### src/rtl/instr_fetch_unit.sv
// Instruction fetch: issues BRAM reads from an internal PC and queues {pc, instr} for decode.
// The issue credit counts the in-flight read, so a returning word always finds a free slot.
module instr_fetch_unit #(
  parameter int          ADDR_W     = 10,
  parameter logic [31:0] RESET_PC   = 32'h0000_0000,
  parameter int          FIFO_DEPTH = 2
) (
  input  logic              clk,
  input  logic              rst,
  input  logic              fetch_en,
  input  logic              redirect_valid,
  input  logic [31:0]       redirect_pc,
  output logic [ADDR_W-1:0] imem_addr,
  output logic              imem_we,
  output logic [31:0]       imem_wdata,
  input  logic [31:0]       imem_rdata,
  output logic              if_valid,
  input  logic              if_ready,
  output logic [31:0]       if_instr,
  output logic [31:0]       if_pc
);

  localparam int PW = $clog2(FIFO_DEPTH);
  localparam logic [PW+1:0] DEPTH_V = (PW+2)'(FIFO_DEPTH);
  localparam logic [PW:0]   FULL_V  = (PW+1)'(FIFO_DEPTH);

  logic [31:0]   pc;
  logic [31:0]   req_pc;
  logic [31:0]   issue_pc;
  logic [31:0]   redirect_base;
  logic          inflight;
  logic          issue;
  logic          pop;
  logic          push;
  logic [PW:0]   wr_ptr;
  logic [PW:0]   rd_ptr;
  logic [PW:0]   count;
  logic [PW+1:0] committed;
  logic [31:0]   fifo_pc    [FIFO_DEPTH];
  logic [31:0]   fifo_instr [FIFO_DEPTH];

  assign count         = wr_ptr - rd_ptr;
  assign if_valid      = (count != '0);
  assign pop           = if_valid & if_ready;
  assign push          = inflight & ~redirect_valid;
  assign committed     = {1'b0, count} + (PW+2)'(inflight) - (PW+2)'(pop);
  assign redirect_base = redirect_pc & ~32'h3;

  // A redirect bypasses the PC register so its first read goes out in the same cycle.
  assign issue_pc  = redirect_valid ? redirect_base : pc;
  assign issue     = fetch_en & (redirect_valid | (committed < DEPTH_V));
  assign imem_addr = issue_pc[ADDR_W+1:2];

  assign imem_we    = 1'b0;
  assign imem_wdata = 32'h0;

  assign if_instr = if_valid ? fifo_instr[rd_ptr[PW-1:0]] : 32'h0;
  assign if_pc    = if_valid ? fifo_pc[rd_ptr[PW-1:0]]    : 32'h0;

  always_ff @(posedge clk) begin
    if (rst) begin
      pc       <= RESET_PC;
      req_pc   <= 32'h0;
      inflight <= 1'b0;
      wr_ptr   <= '0;
      rd_ptr   <= '0;
    end else begin
      inflight <= issue;
      if (issue) begin
        req_pc <= issue_pc;
      end
      if (redirect_valid) begin
        pc     <= redirect_base + (fetch_en ? 32'd4 : 32'd0);
        wr_ptr <= '0;
        rd_ptr <= '0;
      end else begin
        if (issue) begin
          pc <= pc + 32'd4;
        end
        if (push) begin
          wr_ptr <= wr_ptr + (PW+1)'(1);
        end
        if (pop) begin
          rd_ptr <= rd_ptr + (PW+1)'(1);
        end
      end
    end
  end

  always_ff @(posedge clk) begin
    if (push) begin
      fifo_pc[wr_ptr[PW-1:0]]    <= req_pc;
      fifo_instr[wr_ptr[PW-1:0]] <= imem_rdata;
    end
  end

`ifndef SYNTHESIS
  no_overflow: assert property (@(posedge clk) disable iff (rst) !(push && count == FULL_V));
`endif

endmodule

### config.mk
export PLATFORM = sky130hd
export DESIGN_NAME = instr_fetch_unit
export DESIGN_NICKNAME = d
export VERILOG_FILES = /design/src/rtl/instr_fetch_unit.sv
export SDC_FILE = /design/constraint.sdc
export NUM_CORES = 1
export LEC_CHECK = 0
export ABC_CLOCK_PERIOD_IN_PS = 6450
export CAP_MARGIN = 25
export CELL_PAD_IN_SITES_DETAIL_PLACEMENT = 0
export CELL_PAD_IN_SITES_GLOBAL_PLACEMENT = 1
export CORE_MARGIN = 2
export CORE_UTILIZATION = 38
export CTS_CLUSTER_SIZE = 24
export DETAILED_ROUTE_END_ITERATION = 7
export GPL_ROUTABILITY_DRIVEN = 0
export GPL_TIMING_DRIVEN = 1
export HOLD_SLACK_MARGIN = 0.03
export PLACE_DENSITY = 0.86
export SLEW_MARGIN = 25
export SYNTH_ARGS = -nofsm -noshare
export SYNTH_HDL_FRONTEND = slang
export SYNTH_SLANG_ARGS = --single-unit
### constraint.sdc
create_clock -name clk -period 6.45 [get_ports clk]
set_input_delay 0.645 -clock clk [delete_from_list [all_inputs] [get_ports clk]]
set_output_delay 0.645 -clock clk [all_outputs]
set_load 0.05 [all_outputs]
==> impl_metrics.tcl, run 1 <==
set metrics [dict create \
    outcome "completed" \
    synth-xor-area-share 0.0295 \
    postSynth.asyncResetShare 0 \
    rr_endpoint "pc[28]" \
    netlist_instances 824 \
    grt-ovfl-total 0 \
    dpl.hpwl_um 13800 \
    htree_levels 4 \
    fin_skew_ns 0.0129 \
    vias_per_cell 5.16 \
    cts_tree "built" \
    p_leak_nw 3.65 \
    avgSynthCellArea_um2 11.2 \
    synth.top_cells.by_count "126 x edfxtp_1, 106 x nor2_1, 76 x mux2i_1" \
    path_cells "xnor2_1 > and2_2 > inv_1 > and2_1 > ha_1 > nor2b_1 > fa_1 > nand2b_1 > a211o_1 > a311oi_1 > mux2_2 > a2111oi_2" \
    busiest_layer "met2" \
    grt_pass1_wl_um 33100 \
    die_height_um 160 \
    period_share 0.662 \
    rsz0062_at_grt "no" \
    synth.distinct_cells 59 \
    clock_sinks 193 \
    grt_use_met1 0.221 \
    path_depth 12 \
    crit_family "compound AO/OA/AOI/OAI gates" \
    yosysTopAreaCell "edfxtp_1" \
    maxSlewViolCount 0 \
    whs_path_depth 0 \
    dieWidth_um 160 \
    startpoint_type "flip-flop" \
    internal-power_w 0.00208 \
    synth_compound_area_frac 0.0846 \
    ioPinCount 177 \
    hold_class "reg -> reg" \
    synth_simple_gate_area_share 0.158 \
    yosysMostFrequentCell "edfxtp_1" \
    root_buffer "clkbuf_16" \
    grt.met3_usage 0.0370 \
    drtIter0Drc 479 \
    ir_drop_uv 177 \
    hold_ws_ns 0.456 \
    num_rows 56 \
    r2r_cells 12 \
    synth_edf_count 126 \
    fmax_mhz 234 \
    reg2reg_slack_ns 2.18 \
    setup_ws_ns 2.18 \
    syn_to_final_growth_pct 22.1 \
    via_count 6491 \
    crit_buf_inv 1 \
    final_core_util 0.475 \
    seqPwrFrac 0.493 \
    layout.nets 1002 \
    cts_buffers 17 \
    slew_headroom 0.475 \
    crit_start "rd_ptr[1]" \
    tightest_slew_ns 0.787 \
    r2r_start "rd_ptr[1]" \
    netlist_area_mm2 0.00919 \
    antennaDiodeCount 0 \
    cp_max_fo 8 \
    synth_top_family_by_area "simple AND/OR/NAND/NOR gates" \
    ys.flop_type "edfxtp_1" \
    period_needed_ns 4.27 \
    setup_violations 0 \
    port-buffer-count 141 \
    p_sw_w 0.000803 \
    start_util 0.389 \
    synth_adder_area_share 0.00899 \
    synth.area.mux_share 0.0975 \
    netlist_top_cells_area "edfxtp_1 41%, dfxtp_1 15%, mux2i_1 8.3%" \
    cap_violations 0 \
    arrival_ns 4.61 \
    cts-hold-fix-buffers 0 \
    cp-end-kind "flip-flop" \
    grt_usage 0.163 \
    path_clk_slew_ns 0.07 \
    synth-seq-area-share 0.558 \
    hold_viol 0 \
    p_clk_frac 0.356 \
    drive_above_1_share 0.0713 \
    crit_end "pc[28]" \
    synth_seq_cells 193 \
    post-cts-setup-buffer-count 0 \
    power.density_mw_per_mm2 257 \
    wl_um 20600 \
    dr.pass1.iters 5 \
    setup-tns-final_ns 0 \
    drtAntennaViolNets 0 \
    gr-usage-met2 0.261 \
    slowest_stage "a311oi_1" \
    comb_power_share 0.151 \
    cts_max_path_buffers 2 \
    grt_pass1_vias 6077 \
    grt_max_degree 69 \
    critPathKind "reg -> reg" \
    core_mm2 0.0236 \
    antenna_found_initial 0 \
    wl_per_cell_um 16.4 \
    cpPeakStageDelay_ns 0.59 \
    remaining_drc_errors 0 \
    synth_top_area_share 0.412 \
    ys_warn_count 0 \
    pre_cts_ws_ns 2.10 \
    cp.required_ns 6.78 \
    ctsResizeCount 0 \
    clk_latency_ns 0.43 \
    dieArea_mm2 0.0254 \
    p_sw_frac 0.279 \
]
[state kept, by name, summed over array words and instances (netlist names), named ones only]
| signal | cells |
|---|---|
| inflight | 1 |
| pc | 30 |
| req_pc | 31 |
| fifo_instr | 64 |
| fifo_pc | 62 |
| rd_ptr | 2 |
| wr_ptr | 2 |
[layout by cell type (no fill, tap or decap), types with 6 or more instances in the layout]
cell type        instances
nand4_1                 13
a311oi_1                16
clkdlybuf4s50_1        139
dfxtp_1                 66
o31ai_1                  6
and2_1                   6
nor2_1                 106
xnor2_1                 25
conb_1                  33
a211oi_1                19
and4_1                   6
nor3b_1                  6
and3_1                  12
buf_4                    8
nor3_1                  14
a21oi_1                 24
or4_1                    6
o21ai_0                  9
clkbuf_16               17
inv_1                    7
mux2_2                  12
xor2_1                   6
nor2b_1                  7
nor4_1                   9
nand3_1                 22
a31oi_1                  8
mux2i_1                 76
nand2_1                 58
edfxtp_1               126
[power by group through the flow]
stage          Sequential (W)  Clock [W]  Combinational (W)
3_5_place_dp          0.00145          0           0.000436
6_report              0.00142    0.00102           0.000436
4_1_cts               0.00142    0.00106           0.000437
2_1_floorplan         0.00143          0           0.000321
5_1_grt               0.00143    0.00110           0.000467
3_3_place_gp          0.00144          0           0.000430
[worst reg2reg max path, cell delays in order, from the launching register on]
cell and delay (ns):
dfxtp_1 0.33, xnor2_1 0.41, and2_2 0.23, inv_1 0.06
and2_1 0.18, ha_1 0.29, nor2b_1 0.15, fa_1 0.48
nand2b_1 0.33, a211o_1 0.39, a311oi_1 0.60, mux2_2 0.42
a2111oi_2 0.31
[stage by stage]
stage               cell area (µm²)  total power (W)  instances
global route                  11200          0.00300       1259
CTS                           11200          0.00291       1259
floorplan                      9310          0.00176        856
detailed placement            10600          0.00188       1227
finish                        11200          0.00288       1259
global placement              10600          0.00187       1227
[layout make-up]
| class | count | area [µm²] |
|---|---|---|
| Timing Repair Buffer | 149 | 1460 |
| Fill cell | 2141 | 12400 |
| Clock buffer | 18 | 429 |
| Multi-Input combinational cell | 559 | 3630 |
| Clock inverter | 14 | 149 |
| Tap cell | 319 | 399 |
| Inverter | 7 | 26.3 |
| Sequential cell | 193 | 5130 |
[routing by layer]
layer	share of wire	up-vias
met1	0.46	3107
met5	0	-
met3	0.060	18
li1	-	3169
met2	0.47	197
met4	0.013	0
[logic make-up after synthesis]
| group | Yosys count |
|---|---|
| DFF | 193 |
| buffers and inverters | 104 |
| adders and majority gates | 6 |
| AOI/OAI and AO/OA | 109 |
| xor gates and xnor gates | 31 |
| other | 1 |
| muxes | 88 |
| and+or+nand+nor | 292 |
[worst min-delay path by stage]
stage	to	start	slack (ns)
floorplan	fifo_pc[0][1]	req_pc[1]	0.42
global placement	fifo_pc[0][1]	req_pc[1]	0.43
detailed placement	fifo_pc[0][23]	req_pc[23]	0.44
CTS	fifo_pc[0][23]	req_pc[23]	0.46
global route	fifo_pc[0][23]	req_pc[23]	0.46
finish	fifo_pc[1][18]	req_pc[18]	0.46
No activity file was read; power rests on OpenSTA's default activity.
==> run 2: changes to the inputs <==
--- a/config.mk
+++ b/config.mk
@@ -5,7 +5,7 @@
 export SDC_FILE = /design/constraint.sdc
 export NUM_CORES = 1
 export LEC_CHECK = 0
-export ABC_CLOCK_PERIOD_IN_PS = 6450
+export ABC_CLOCK_PERIOD_IN_PS = 4300
 export CAP_MARGIN = 25
 export CELL_PAD_IN_SITES_DETAIL_PLACEMENT = 0
 export CELL_PAD_IN_SITES_GLOBAL_PLACEMENT = 1
==> constraint.sdc (replaced) <==
create_clock -name clk -period 4.3 [get_ports clk]
set_input_delay 0.43 -clock clk [delete_from_list [all_inputs] [get_ports clk]]
set_output_delay 0.43 -clock clk [all_outputs]
set_load 0.05 [all_outputs]
==> run 2 against run 1 <==
Cell area grew 0.28%. Count of clock-buffer cells in the layout unchanged. Hold slack lost 0.0014 ns. Maximum frequency increased by 6.7%. Sequential power rose by 50%. Via count is 0.34% lower. Die area unchanged. Clock skew fell by 0.0014 ns. Clock power rose by 46%. Critical path depth increased by 1. Global-route usage decreased by 0.12 points. Register-to-register slack got worse by 1.9 ns.
==> impl_metrics.tcl, run 2 (synthesis results as in run 1) <==
set metrics [dict create \
    wl_um 20400 \
    antenna_found_initial 0 \
    layout.nets 1008 \
    outcome "completed" \
    critPathKind "reg -> reg" \
    die_height_um 160 \
    port-buffer-count 141 \
    drtAntennaViolNets 0 \
    crit_buf_inv 2 \
    grt_pass1_vias 6169 \
    fin_cells 1265 \
    slowest_stage "or4_1" \
    htree_levels 4 \
    arrival_ns 4.37 \
    maxSlewViolCount 0 \
    remaining_drc_errors 0 \
    cts_tree "built" \
    via_count 6469 \
    hold_viol 0 \
    hold_ws_ns 0.454 \
    cap_violations 0 \
    crit_start "rd_ptr[1]" \
    dp_cells 1233 \
    wl_per_cell_um 16.1 \
    hold_class "reg -> reg" \
    core_mm2 0.0236 \
    period_share 0.931 \
    crit_end "pc[18]" \
    layout_common_cells "139 x clkdlybuf4s50_1, 126 x edfxtp_1, 106 x nor2_1, 76 x mux2i_1, 66 x dfxtp_1" \
    ctsResizeCount 0 \
    dr.pass1.iters 5 \
    tightest_slew_ns 0.800 \
    setup_ws_ns 0.296 \
    crit_family "simple AND/OR/NAND/NOR gates" \
    cts_max_path_buffers 2 \
    cts-hold-fix-buffers 0 \
    slew_headroom 0.466 \
    clk_latency_ns 0.43 \
    clock_sinks 193 \
    finalPower_w 0.00428 \
    largest_reg_flops 64 \
    cp_max_fo 10 \
    reg2reg_slack_ns 0.30 \
    vias_per_cell 5.11 \
    cp-end-kind "flip-flop" \
    startpoint_type "flip-flop" \
    mostFrequentLayoutCell "clkdlybuf4s50_1" \
    dpl.hpwl_um 14000 \
    fmax_mhz 250 \
    root_buffer "clkbuf_16" \
    p_leak_nw 3.68 \
    rr_endpoint "pc[18]" \
    post-cts-setup-buffer-count 0 \
    rsz0062_at_grt "no" \
    start_util 0.389 \
    num_rows 56 \
    grt_usage 0.162 \
    fin_skew_ns 0.0115 \
    drive_above_1_share 0.0761 \
    grt_max_degree 69 \
    r2r_start "rd_ptr[1]" \
    power.density_mw_per_mm2 380 \
    path_clk_slew_ns 0.08 \
    r2r_cells 13 \
    dieWidth_um 160 \
    path_depth 13 \
    antennaDiodeCount 0 \
    setup_violations 0 \
    pre_cts_ws_ns 0.333 \
    grt_pass1_wl_um 33000 \
    period_needed_ns 4.00 \
    cts_buffers 17 \
    path_cells "xnor2_1 > and2_2 > inv_1 > and2_1 > ha_1 > nor2b_1 > fa_1 > nor4bb_1 > o21ai_1 > and3_1 > buf_4 > or4_1 > a31oi_1" \
    syn_to_final_growth_pct 22.4 \
    ioPinCount 177 \
    dieArea_mm2 0.0254 \
    cp.required_ns 4.66 \
    setup-tns-final_ns 0 \
    cpPeakStageDelay_ns 0.51 \
    drtIter0Drc 488 \
    ir_drop_uv 250 \
    grt-ovfl-total 0 \
]
==> run 2: how the worst min path moves through the flow <==
stage | startpoint | endpoint | slack [ns] | depth (start not counted)
2_1_floorplan | req_pc[1] | fifo_pc[0][1] | 0.42 | 0
3_3_place_gp | req_pc[1] | fifo_pc[1][1] | 0.42 | 0
3_5_place_dp | req_pc[1] | fifo_pc[1][1] | 0.44 | 0
4_1_cts | req_pc[1] | fifo_pc[0][1] | 0.46 | 0
5_1_grt | req_pc[1] | fifo_pc[0][1] | 0.46 | 0
6_report | req_pc[1] | fifo_pc[0][1] | 0.45 | 0
==> run 2: layout make-up <==
cell class | count | area [µm²]
Sequential cell | 193 | 5130
Tap cell | 319 | 399
Clock inverter | 14 | 124
Fill cell | 2191 | 12400
Inverter | 7 | 26.3
Timing Repair Buffer | 155 | 1520
Clock buffer | 18 | 429
Multi-Input combinational cell | 559 | 3620
==> run 2: stage by stage <==
| step | area (µm²) | utilization |
|---|---|---|
| final | 11300 | 0.476 |
| after detailed placement | 10700 | 0.453 |
| after floorplan | 9310 | - |
| after CTS | 11200 | 0.476 |
| after global routing | 11300 | 0.476 |
| after global placement | 10700 | 0.453 |
==> run 2: power by group <==
group	leakage (nW)	internal (W)	total [W]	switching, W
registers	1.70	0.00207	0.00213	0.0000590
clock network	0.275	0.000763	0.00149	0.000726
logic	1.71	0.000230	0.000660	0.000429
total	3.68	0.00307	0.00428	0.00121
==> run 2: per-layer routing <==
layer  vias up  track usage  part of all wire
li1       3177            -                 -
met1      3057        0.217              0.46
met2       212        0.263              0.47
met3        23       0.0365             0.055
met4         0       0.0442             0.015
met5         -            0                 0
==> variant, RTL diff (flow settings as in run 2) <==
Change the parameter `ADDR_W` from 10 to 12.
--- a/src/rtl/instr_fetch_unit.sv
+++ b/src/rtl/instr_fetch_unit.sv
@@ -2,5 +2,5 @@
 // The issue credit counts the in-flight read, so a returning word always finds a free slot.
 module instr_fetch_unit #(
-  parameter int          ADDR_W     = 10,
+  parameter int          ADDR_W     = 12,
   parameter logic [31:0] RESET_PC   = 32'h0000_0000,
   parameter int          FIFO_DEPTH = 2
Interface: changed (resized imem_addr); port bits go from 177 to 179. No check against the original RTL was run, so the function may have changed too.
==> variant against run 2 <==
Combinational power is 2% lower; area after synthesis down 0.98%; hold slack improved by 1.2 ps; worst setup slack gained 260 ps; wire length shrank 1.4%; total power grew 2.1%; maximum frequency rose by 6.9%; clock power grew 7%; critical path depth unchanged; sequential cell count did not move; sequential share of layout area about the same; design area is essentially flat; largest cell class unchanged.
==> variant: results <==
set metrics [dict create \
    met3_usage 0.03083 \
    wl_met1_um 9304 \
    grt_max_degree 65 \
    crit_start "wr_ptr[0]" \
    whs_endpoint "fifo_pc[1][30]" \
    wl_um 20130 \
    arrival_ps 4100 \
    vias 6359 \
    skew_ps 6.212 \
    drive_above_1_share 0.07814 \
    final_area_um2 11250 \
    power_w 0.004372 \
    synth-seq-area-share 0.5633 \
    path_max_fanout 6 \
    grt_pass1_wl_um 32260 \
    gr-usage-met2 0.2557 \
    pre_cts_ws_ps 606.5 \
    whs_ps 455.5 \
    irDropWorstVdd_mv 0.2568 \
    status "complete, no violations" \
    synth_cell_type_count 50 \
    p_leak_nw 3.725 \
    synthTopCellsByCount "edfxtp_1 (126), nor2_1 (102), mux2i_1 (79)" \
    hpwl_um 14020 \
    min_period_ps 3745 \
    crit_slowest_cell "nor4_1" \
]
-- variant: changes by cell type after synthesis, moves of 6 or more --
cell | run 2 | this run
nor4_1 | 9 | 19
xnor2_1 | 25 | 31
xor2_1 | 6 | 13
buf_2 | 7 | 0
o31ai_1 | 6 | 0
a311oi_1 | 16 | 8
a31oi_1 | 8 | 2
nor3b_1 | 6 | 0
o21ai_0 | 9 | 17
-- variant: layout make-up --
class                           instances  area share
Sequential cell                       193      0.4557
Multi-Input combinational cell        554      0.3144
Timing Repair Buffer                  158      0.1368
Clock buffer                           17     0.03780
Tap cell                              319     0.03547
Clock inverter                         15     0.01646
Inverter                               10    0.003336
-- variant: logic make-up after synthesis --
logic type | Yosys count | share of synthesized area
xor gates and xnor gates | 44 | 0.04235
DFF | 193 | 0.5633
muxes | 91 | 0.1018
buffers and inverters | 104 | 0.06188
AOI/OAI and AO/OA | 94 | 0.06903
adders and majority gates | 6 | 0.009076
and+or+nand+nor | 286 | 0.1522
other | 1 | 0.0004121
